`src/rtl/tpi6523_hs.sv`:
```
// tpi6523_hs: parametrised three-port TPI with synchronised pin inputs and a DAV/ACK handshake engine.
// Revision 1.0
`default_nettype none

module tpi6523_hs #(
    parameter int PA_W        = 8,
    parameter int PB_W        = 2,
    parameter int PC_W        = 2,
    parameter int SYNC_STAGES = 2,
    parameter int TIMEOUT_W   = 16
) (
    input  logic            clock,
    input  logic            _reset,
    input  logic            _cs,
    input  logic            _write,
    input  logic [2:0]      rs,
    input  logic [7:0]      data_in,
    output logic [7:0]      data_out,
    output logic            data_oe,
    input  logic [PA_W-1:0] pa_in,
    output logic [PA_W-1:0] pa_out,
    output logic [PA_W-1:0] pa_oe,
    input  logic [PB_W-1:0] pb_in,
    output logic [PB_W-1:0] pb_out,
    output logic [PB_W-1:0] pb_oe,
    input  logic [PC_W-1:0] pc_in,
    output logic [PC_W-1:0] pc_out,
    output logic [PC_W-1:0] pc_oe,
    output logic            irq_n
);
    localparam logic [2:0] RS_PRA    = 3'd0;
    localparam logic [2:0] RS_PRB    = 3'd1;
    localparam logic [2:0] RS_PRC    = 3'd2;
    localparam logic [2:0] RS_DDRA   = 3'd3;
    localparam logic [2:0] RS_DDRB   = 3'd4;
    localparam logic [2:0] RS_DDRC   = 3'd5;
    localparam logic [2:0] RS_CTRL   = 3'd6;
    localparam logic [2:0] RS_STATUS = 3'd7;

    typedef enum logic [1:0] {
        ST_IDLE     = 2'd0,
        ST_WAIT_ACK = 2'd1,
        ST_WAIT_REL = 2'd2
    } hs_state_t;

    logic                             cs_q, cs_dly_q, rd_q;
    logic [2:0]                       rs_q;
    logic [7:0]                       din_q;
    logic [SYNC_STAGES-1:0][PA_W-1:0] pa_sync_q;
    logic [SYNC_STAGES-1:0][PB_W-1:0] pb_sync_q;
    logic [SYNC_STAGES-1:0][PC_W-1:0] pc_sync_q;
    logic [PA_W-1:0]                  pra_q, pra_d, ddra_q, ddra_d;
    logic [PB_W-1:0]                  prb_q, prb_d, ddrb_q, ddrb_d;
    logic [PC_W-1:0]                  prc_q, prc_d, ddrc_q, ddrc_d;
    logic                             hs_en_q, hs_en_d, irq_en_q, irq_en_d;
    logic                             timeout_q, timeout_d, done_q, done_d;
    logic                             dav_q, dav_d, irq_n_q;
    logic [7:0]                       data_out_q, data_out_d;
    logic [TIMEOUT_W-1:0]             cnt_q, cnt_d;
    hs_state_t                        state_q, state_d;

    logic            access, wr_acc, rd_acc, pra_wr, stat_rd, hs_abort;
    logic            busy, ack_sync, to_set, done_set;
    logic [PA_W-1:0] pa_view;
    logic [PB_W-1:0] pb_view;
    logic [PC_W-1:0] pc_view;

    // One access per _cs assertion: the cycle where the registered select falls.
    assign access   = cs_dly_q & ~cs_q;
    assign wr_acc   = access & ~rd_q;
    assign rd_acc   = access & rd_q;
    assign pra_wr   = wr_acc & (rs_q == RS_PRA);
    assign stat_rd  = rd_acc & (rs_q == RS_STATUS);
    assign hs_abort = wr_acc & (rs_q == RS_CTRL) & ~din_q[0];
    assign busy     = (state_q != ST_IDLE);
    assign ack_sync = pc_sync_q[SYNC_STAGES-1][PC_W-1];

    assign pa_view = (pra_q & ddra_q) | (pa_sync_q[SYNC_STAGES-1] & ~ddra_q);
    assign pb_view = (prb_q & ddrb_q) | (pb_sync_q[SYNC_STAGES-1] & ~ddrb_q);
    assign pc_view = (prc_q & ddrc_q) | (pc_sync_q[SYNC_STAGES-1] & ~ddrc_q);

    assign data_oe  = ~_cs & _write;
    assign data_out = data_out_q;
    assign irq_n    = irq_n_q;
    assign pa_out   = pra_q;
    assign pa_oe    = ddra_q;
    assign pb_out   = prb_q;
    assign pb_oe    = ddrb_q;

    always_comb begin
        pc_out = prc_q;
        pc_oe  = ddrc_q;
        if (hs_en_q) begin
            pc_out[PC_W-2] = dav_q;
            pc_oe[PC_W-2]  = 1'b1;
            pc_oe[PC_W-1]  = 1'b0;
        end
    end

    always_comb begin
        pra_d    = pra_q;
        prb_d    = prb_q;
        prc_d    = prc_q;
        ddra_d   = ddra_q;
        ddrb_d   = ddrb_q;
        ddrc_d   = ddrc_q;
        hs_en_d  = hs_en_q;
        irq_en_d = irq_en_q;
        if (wr_acc) begin
            case (rs_q)
                RS_PRA:  pra_d  = PA_W'(din_q);
                RS_PRB:  prb_d  = PB_W'(din_q);
                RS_PRC:  prc_d  = PC_W'(din_q >> (8 - PC_W));
                RS_DDRA: ddra_d = PA_W'(din_q);
                RS_DDRB: ddrb_d = PB_W'(din_q);
                RS_DDRC: ddrc_d = PC_W'(din_q >> (8 - PC_W));
                RS_CTRL: begin
                    hs_en_d  = din_q[0];
                    irq_en_d = din_q[1];
                end
                default: ;
            endcase
        end
    end

    always_comb begin
        data_out_d = data_out_q;
        if (rd_acc) begin
            case (rs_q)
                RS_PRA:    data_out_d = 8'(pa_view);
                RS_PRB:    data_out_d = 8'(pb_view);
                RS_PRC:    data_out_d = 8'(pc_view) << (8 - PC_W);
                RS_DDRA:   data_out_d = 8'(ddra_q);
                RS_DDRB:   data_out_d = 8'(ddrb_q);
                RS_DDRC:   data_out_d = 8'(ddrc_q) << (8 - PC_W);
                RS_CTRL:   data_out_d = {6'b0, irq_en_q, hs_en_q};
                default:   data_out_d = {5'b0, done_q, timeout_q, busy};
            endcase
        end
    end

    always_comb begin
        state_d  = state_q;
        cnt_d    = cnt_q;
        dav_d    = dav_q;
        to_set   = 1'b0;
        done_set = 1'b0;
        if (!hs_en_q || hs_abort) begin
            state_d = ST_IDLE;
            dav_d   = 1'b1;
            cnt_d   = '0;
        end else begin
            case (state_q)
                ST_IDLE: begin
                    dav_d = 1'b1;
                    if (pra_wr) begin
                        state_d = ST_WAIT_ACK;
                        dav_d   = 1'b0;
                        cnt_d   = '0;
                    end
                end
                ST_WAIT_ACK: begin
                    if (!ack_sync) begin
                        state_d = ST_WAIT_REL;
                        dav_d   = 1'b1;
                        cnt_d   = '0;
                    end else if (&cnt_q) begin
                        state_d = ST_IDLE;
                        dav_d   = 1'b1;
                        to_set  = 1'b1;
                    end else begin
                        cnt_d = cnt_q + 1'b1;
                    end
                end
                ST_WAIT_REL: begin
                    if (ack_sync) begin
                        state_d  = ST_IDLE;
                        done_set = 1'b1;
                    end else if (&cnt_q) begin
                        state_d = ST_IDLE;
                        dav_d   = 1'b1;
                        to_set  = 1'b1;
                    end else begin
                        cnt_d = cnt_q + 1'b1;
                    end
                end
                default: begin
                    state_d = ST_IDLE;
                    dav_d   = 1'b1;
                end
            endcase
        end
        // A flag event coinciding with the clearing STATUS read keeps the flag set.
        timeout_d = to_set   | (timeout_q & ~stat_rd);
        done_d    = done_set | (done_q & ~stat_rd);
    end

    always_ff @(posedge clock or negedge _reset) begin
        if (!_reset) begin
            cs_q       <= 1'b1;
            cs_dly_q   <= 1'b1;
            rd_q       <= 1'b1;
            rs_q       <= '0;
            din_q      <= '0;
            pa_sync_q  <= '0;
            pb_sync_q  <= '0;
            pc_sync_q  <= '0;
            pra_q      <= '0;
            prb_q      <= '0;
            prc_q      <= '0;
            ddra_q     <= '0;
            ddrb_q     <= '0;
            ddrc_q     <= '0;
            hs_en_q    <= 1'b0;
            irq_en_q   <= 1'b0;
            timeout_q  <= 1'b0;
            done_q     <= 1'b0;
            dav_q      <= 1'b1;
            cnt_q      <= '0;
            state_q    <= ST_IDLE;
            data_out_q <= '0;
            irq_n_q    <= 1'b1;
        end else begin
            cs_q       <= _cs;
            cs_dly_q   <= cs_q;
            rd_q       <= _write;
            rs_q       <= rs;
            din_q      <= data_in;
            pa_sync_q  <= {pa_sync_q[SYNC_STAGES-2:0], pa_in};
            pb_sync_q  <= {pb_sync_q[SYNC_STAGES-2:0], pb_in};
            pc_sync_q  <= {pc_sync_q[SYNC_STAGES-2:0], pc_in};
            pra_q      <= pra_d;
            prb_q      <= prb_d;
            prc_q      <= prc_d;
            ddra_q     <= ddra_d;
            ddrb_q     <= ddrb_d;
            ddrc_q     <= ddrc_d;
            hs_en_q    <= hs_en_d;
            irq_en_q   <= irq_en_d;
            timeout_q  <= timeout_d;
            done_q     <= done_d;
            dav_q      <= dav_d;
            cnt_q      <= cnt_d;
            state_q    <= state_d;
            data_out_q <= data_out_d;
            irq_n_q    <= ~(irq_en_q & (done_q | timeout_q));
        end
    end

endmodule

`default_nettype wire

```
`config.mk`:
```
export PLATFORM = sky130hd
export DESIGN_NAME = tpi6523_hs
export DESIGN_NICKNAME = d
export VERILOG_FILES = /design/src/rtl/tpi6523_hs.sv
export SDC_FILE = /design/constraint.sdc
export NUM_CORES = 1
export LEC_CHECK = 0
export ABC_AREA = 1
export BUFFER_PORTS_ARGS = -buffer_cell sky130_fd_sc_hd__buf_2
export CAP_MARGIN = 10
export CELL_PAD_IN_SITES_DETAIL_PLACEMENT = 0
export CELL_PAD_IN_SITES_GLOBAL_PLACEMENT = 1
export CORE_MARGIN = 2
export CORE_UTILIZATION = 38
export DETAILED_ROUTE_END_ITERATION = 10
export PLACE_DENSITY_LB_ADDON = 0.08
export SYNTH_ARGS = -nofsm -noshare
export SYNTH_HDL_FRONTEND = slang
export SYNTH_SLANG_ARGS = --single-unit
export TNS_END_PERCENT = 1
```
`constraint.sdc`:
```
create_clock -name clock -period 1.65 [get_ports clock]
set_input_delay 0.33 -clock clock [delete_from_list [all_inputs] [get_ports clock]]
set_output_delay 0.33 -clock clock [all_outputs]
set_load 0.02 [all_outputs]
```
==> results <==
- The cell taking the most area after synthesis is dfrtp_1.
- The capturing point of the worst reg2reg path is cnt_q[12]$_DFFE_PN0P_.
- Setup repair after global routing could not meet its margin everywhere.
- The number of global-route vias before repair is 3222.
- The clock period could shrink to between 1.5 and 2 ns.
- The clock arrives with 0.01061 ns of skew.
- The number of nets still failing antenna checks after routing is 0.
- At the pin with the least slew margin, the transition time is 0.4993 ns.
- The startpoint of the worst register-to-register path is cnt_q[0]$_DFFE_PN0P_.
- The kind of cell with the highest combined delay on the critical path is flip-flops.
- Dividing total power by cell area gives a power density of between 900 and 1000 mW/mm^2.
- The flow ran to the end, and the final reports show no timing, DRC or antenna violations.
- Counting every instance in the synthesized netlist gives just under 500.
- Dividing the detail-routed via count by the number of cells gives between 4 and 5.
- In the post-synthesis netlist, the biggest area contributors are dfrtp_1, nand2_1, o21ai_0.
- The remaining global-route overflow is 0.
- Traced cell by cell, the critical path runs through buf_4 > o21ai_1 > buf_4.
- 0 antenna diodes ended up in the layout.
- The largest individual stage delay along the critical path comes from the cell dfrtp_1.
- The highest fanout seen on the critical path is 5.
- The number of vias in the routed layout is 3422.
- The number of buffers and inverters on the critical path is 2.
- Of the available clock period, the critical path in the final layout requires 0.9844.
- The layout filler cell count is 1103.
- STA classifies the critical path endpoint as an output port.
- TritonCTS created 9 clock buffers.
- The number of different library cells in the post-synthesis netlist is 34.
- The post-synthesis average cell area is 8.603 sq um.
- The first-pass GRT wire length is 16140 um.
- The placement row count is 38.
- The worst-skew pair later-pin latency is roughly 0.37 ns.
- nand2_1 is the most common cell in the netlist.
- Data arrives at the worst endpoint at approximately 1.3 ns.
- The tree is rooted in a clkbuf_8.
- Summed over all failing endpoints, the final setup total negative slack is 0 ns.
- The tightest hold margin is 0.05372 ns.
- VDD sags by at most ~0.00066 V.
- For this run, the detailed router's first-pass iteration total came to 4.
- The die is 108.6 um wide.
- For the worst setup path, the data required time is 1.32 ns.
- The global placer's final weighted congestion is 0.8441.
- The sink count of the clock tree is 94.
- The initial utilization of the core area, before any placement, comes to 0.3867.
- Across the run, the number of max-cap violations was 0.
- The synthesized design contains 0 enable-type register cells.
- The worst hold path belongs to the class in2reg.
- The area share of the largest cell type after synthesis is 0.5360.
- After floorplanning, the core was sized to cover 0.01075 sq mm.
- By count the netlist is led by nand2_1, dfrtp_1, inv_1.
- The half-perimeter wire length after detailed placement is slightly above 7000 um.
- The number of cells in the design after placement is 707.
- Counting along the longest clock path gives a buffer depth of 2.
- Relative to the synthesized area, the layout overhead comes to 27.13%.
- The origin of the worst setup path is hs_en_q$_DFFE_PN0N_.
- For this run, asynchronously set or reset flops after synthesis account for 1.000.
- The critical path launch point type is a flip-flop.
- The overall fraction of global-route tracks in use is 0.1801.
- The worst setup path is of the reg2out kind.
- Pin placement for this block handled 61 I/O pins.
- The most critical setup path has its endpoint at pc_out[0].
- The critical path depth is 3.
- The highest attainable clock frequency is 615.7 MHz.
- The cell depth of the worst flop-to-flop path is 10.
- Summed over all layers, the routed wires come to slightly above 10000 um.
- The CTS tree is built.
- In the final routed layout, each cell accounts on average for about 14 um.
- The mapped netlist covers a little over 0.004 sq mm.
- On the worst path, the slowest cell contributes a delay of 0.39 ns.
- Of the cells placed in the final design, the portion with a size suffix greater than 1 is 0.2681.
- The number of endpoints with negative hold slack in the final report is 0.
- The post-CTS clock slew at the launch and capture registers of the worst setup and hold paths is 0.10 ns.
- The setup slack on the worst flop-to-flop path is ~0.050 ns.
- Setup violations remaining at the end of the flow were counted as 0.
- Entering global routing, the biggest net connects 55 pins.
- The first-iteration detailed-routing DRC count is 195.
- The max-slew violation count was 0.
- The H-tree generated during clock tree synthesis spans 3 levels.
- The number of remaining DRC errors is 0.
- The die height is roughly 110 um.
- The net count reported at finish is 620.
- The die covers 0.01179 sq mm.
- The count of cells in the finished layout, fillers not included, comes to 733.
- The total of warnings raised by yosys is 0.
- The sequential element share of the synthesized area is 0.5676.
- The analysis attributes to cell leakage a power of 2.597 nW.
- The most used flip-flop cell after synthesis is dfrtp_1.
- The number of register bits inferred by synthesis is 94.
- The initial antenna violation count was 0.
- The number of port buffers is 60.
- The remaining max-slew budget at the tightest pin is 0.6652.
- Counting every net in the synthesized netlist gives 515.
- The most numerous cell type found on the critical path is buf_4.
-- timing repair --
item / in CTS / in global routing
setup buffers: 0 / 7
hold endpoints to repair: 89 / 0
pin swaps: 0 / 11
setup endpoints to repair: 12 / 27
resized for setup: 5 / 30
hold buffers: 1 / 0
gates cloned: 0 / 2
-- report_power, final --
part           switching, mW  internal (mW)
Clock                  0.880          0.737
Combinational          0.621          0.357
Sequential             0.147           2.50
-- logic make-up (layout without fill, tap and decap cells) --
group / count (synthesis) / count (layout) / share of synthesized area
simple gates: 248 / 250 / 0.2550
flops: 94 / 94 / 0.5676
compound gates: 68 / 68 / 0.08883
buf+inv: 66 / 174 / 0.06865
fa+ha+maj: 5 / 5 / 0.01506
xor+xnor: 1 / 1 / 0.002108
mux: 1 / 1 / 0.002710
-- metrics by stage --
stage	instance area (sq um)	util	power, mW	setup slack [ns]
after global placement	4836	0.4500	3.563	-0.001857
after global routing	5283	0.4916	5.561	-0.1036
final	5283	0.4916	5.243	0.02577
after CTS	5077	0.4725	5.229	-0.01637
after floorplan	4155	-	3.211	0.07350
after detailed placement	4836	0.4500	3.572	-0.07523
-- per-layer routing --
| layer | wire length [um] | vias to the layer above | global-route usage |
|---|---|---|---|
| met2 | 4493 | 66 | 0.2790 |
| met1 | 5026 | 1593 | 0.2527 |
| met4 | 129 | 0 | 0.03571 |
| met3 | 479 | 10 | 0.05244 |
| li1 | - | 1753 | - |
| met5 | 0 | - | 0 |
-- layout make-up --
class | instances | area, sq um | share of cell area
Clock buffer | 9 | 123.9 | 0.02345
Clock inverter | 7 | 86.33 | 0.01634
Inverter | 58 | 227.7 | 0.04311
Multi-Input combinational cell | 325 | 1659 | 0.3141
Sequential cell | 94 | 2361 | 0.4469
Tap cell | 140 | 175.2 | 0.03316
Timing Repair Buffer | 100 | 649.4 | 0.1229
-- sequential cells by signal, summed over array words and instances (netlist names) --
| signal | count |
|---|---|
| pb_oe | 2 |
| cnt_q | 16 |
| cs_q | 1 |
| pa_sync_q | 16 |
| pb_sync_q | 4 |
| pc_sync_q | 3 |
| done_q | 1 |
| pa_oe | 8 |
| rs_q | 3 |
| irq_en_q | 1 |
| prc_q | 2 |
| pa_out | 8 |
| timeout_q | 1 |
| data_out | 8 |
| cs_dly_q | 1 |
| ddrc_q | 2 |
| pb_out | 2 |
| state_q | 2 |
| din_q | 8 |
| rd_q | 1 |
| ack_sync | 1 |
| irq_n | 1 |
| dav_q | 1 |
| hs_en_q | 1 |
-- layout by cell type, fill, tap and decap left out, drive strengths merged --
cell type / instances
a211oi: 1
a21oi: 11
a221oi: 1
a31oi: 2
buf: 99
bufinv: 1
clkbuf: 9
clkinvlp: 1
dfrtp: 89
dfstp: 5
dlygate4sd3: 1
ha: 5
inv: 63
mux2: 1
nand2: 157
nand3: 24
nand4: 10
nor2: 51
nor3: 7
nor4: 1
o211ai: 1
o21ai: 48
o21bai: 1
o22ai: 3
xor2: 1
-- worst register-to-register path: cells and delay by family (launching register included) --
kind          cells  cell delay [ns]
buf+inv           2             0.27
xor+xnor          1             0.12
simple gates      6             0.50
flops             1             0.42
fa+ha+maj         1             0.18
-- worst min path at each step --
| stage | start | endpoint | slack [ns] | cells past startpoint |
|---|---|---|---|---|
| detailed placement | _reset | pa_sync_q[12]$_DFF_PN0_ | 0.32 | 2 |
| global placement | _reset | pa_sync_q[12]$_DFF_PN0_ | 0.33 | 2 |
| CTS | pb_in[1] | pb_sync_q[1]$_DFF_PN0_ | 0.04 | 1 |
| floorplan | _reset | ack_sync$_DFF_PN0_ | 0.03 | 0 |
| global route | pa_in[1] | pa_sync_q[1]$_DFF_PN0_ | 0.02 | 1 |
| finish | pa_in[2] | pa_sync_q[2]$_DFF_PN0_ | 0.05 | 1 |
Note: power is estimated with default switching activity, not from simulation.
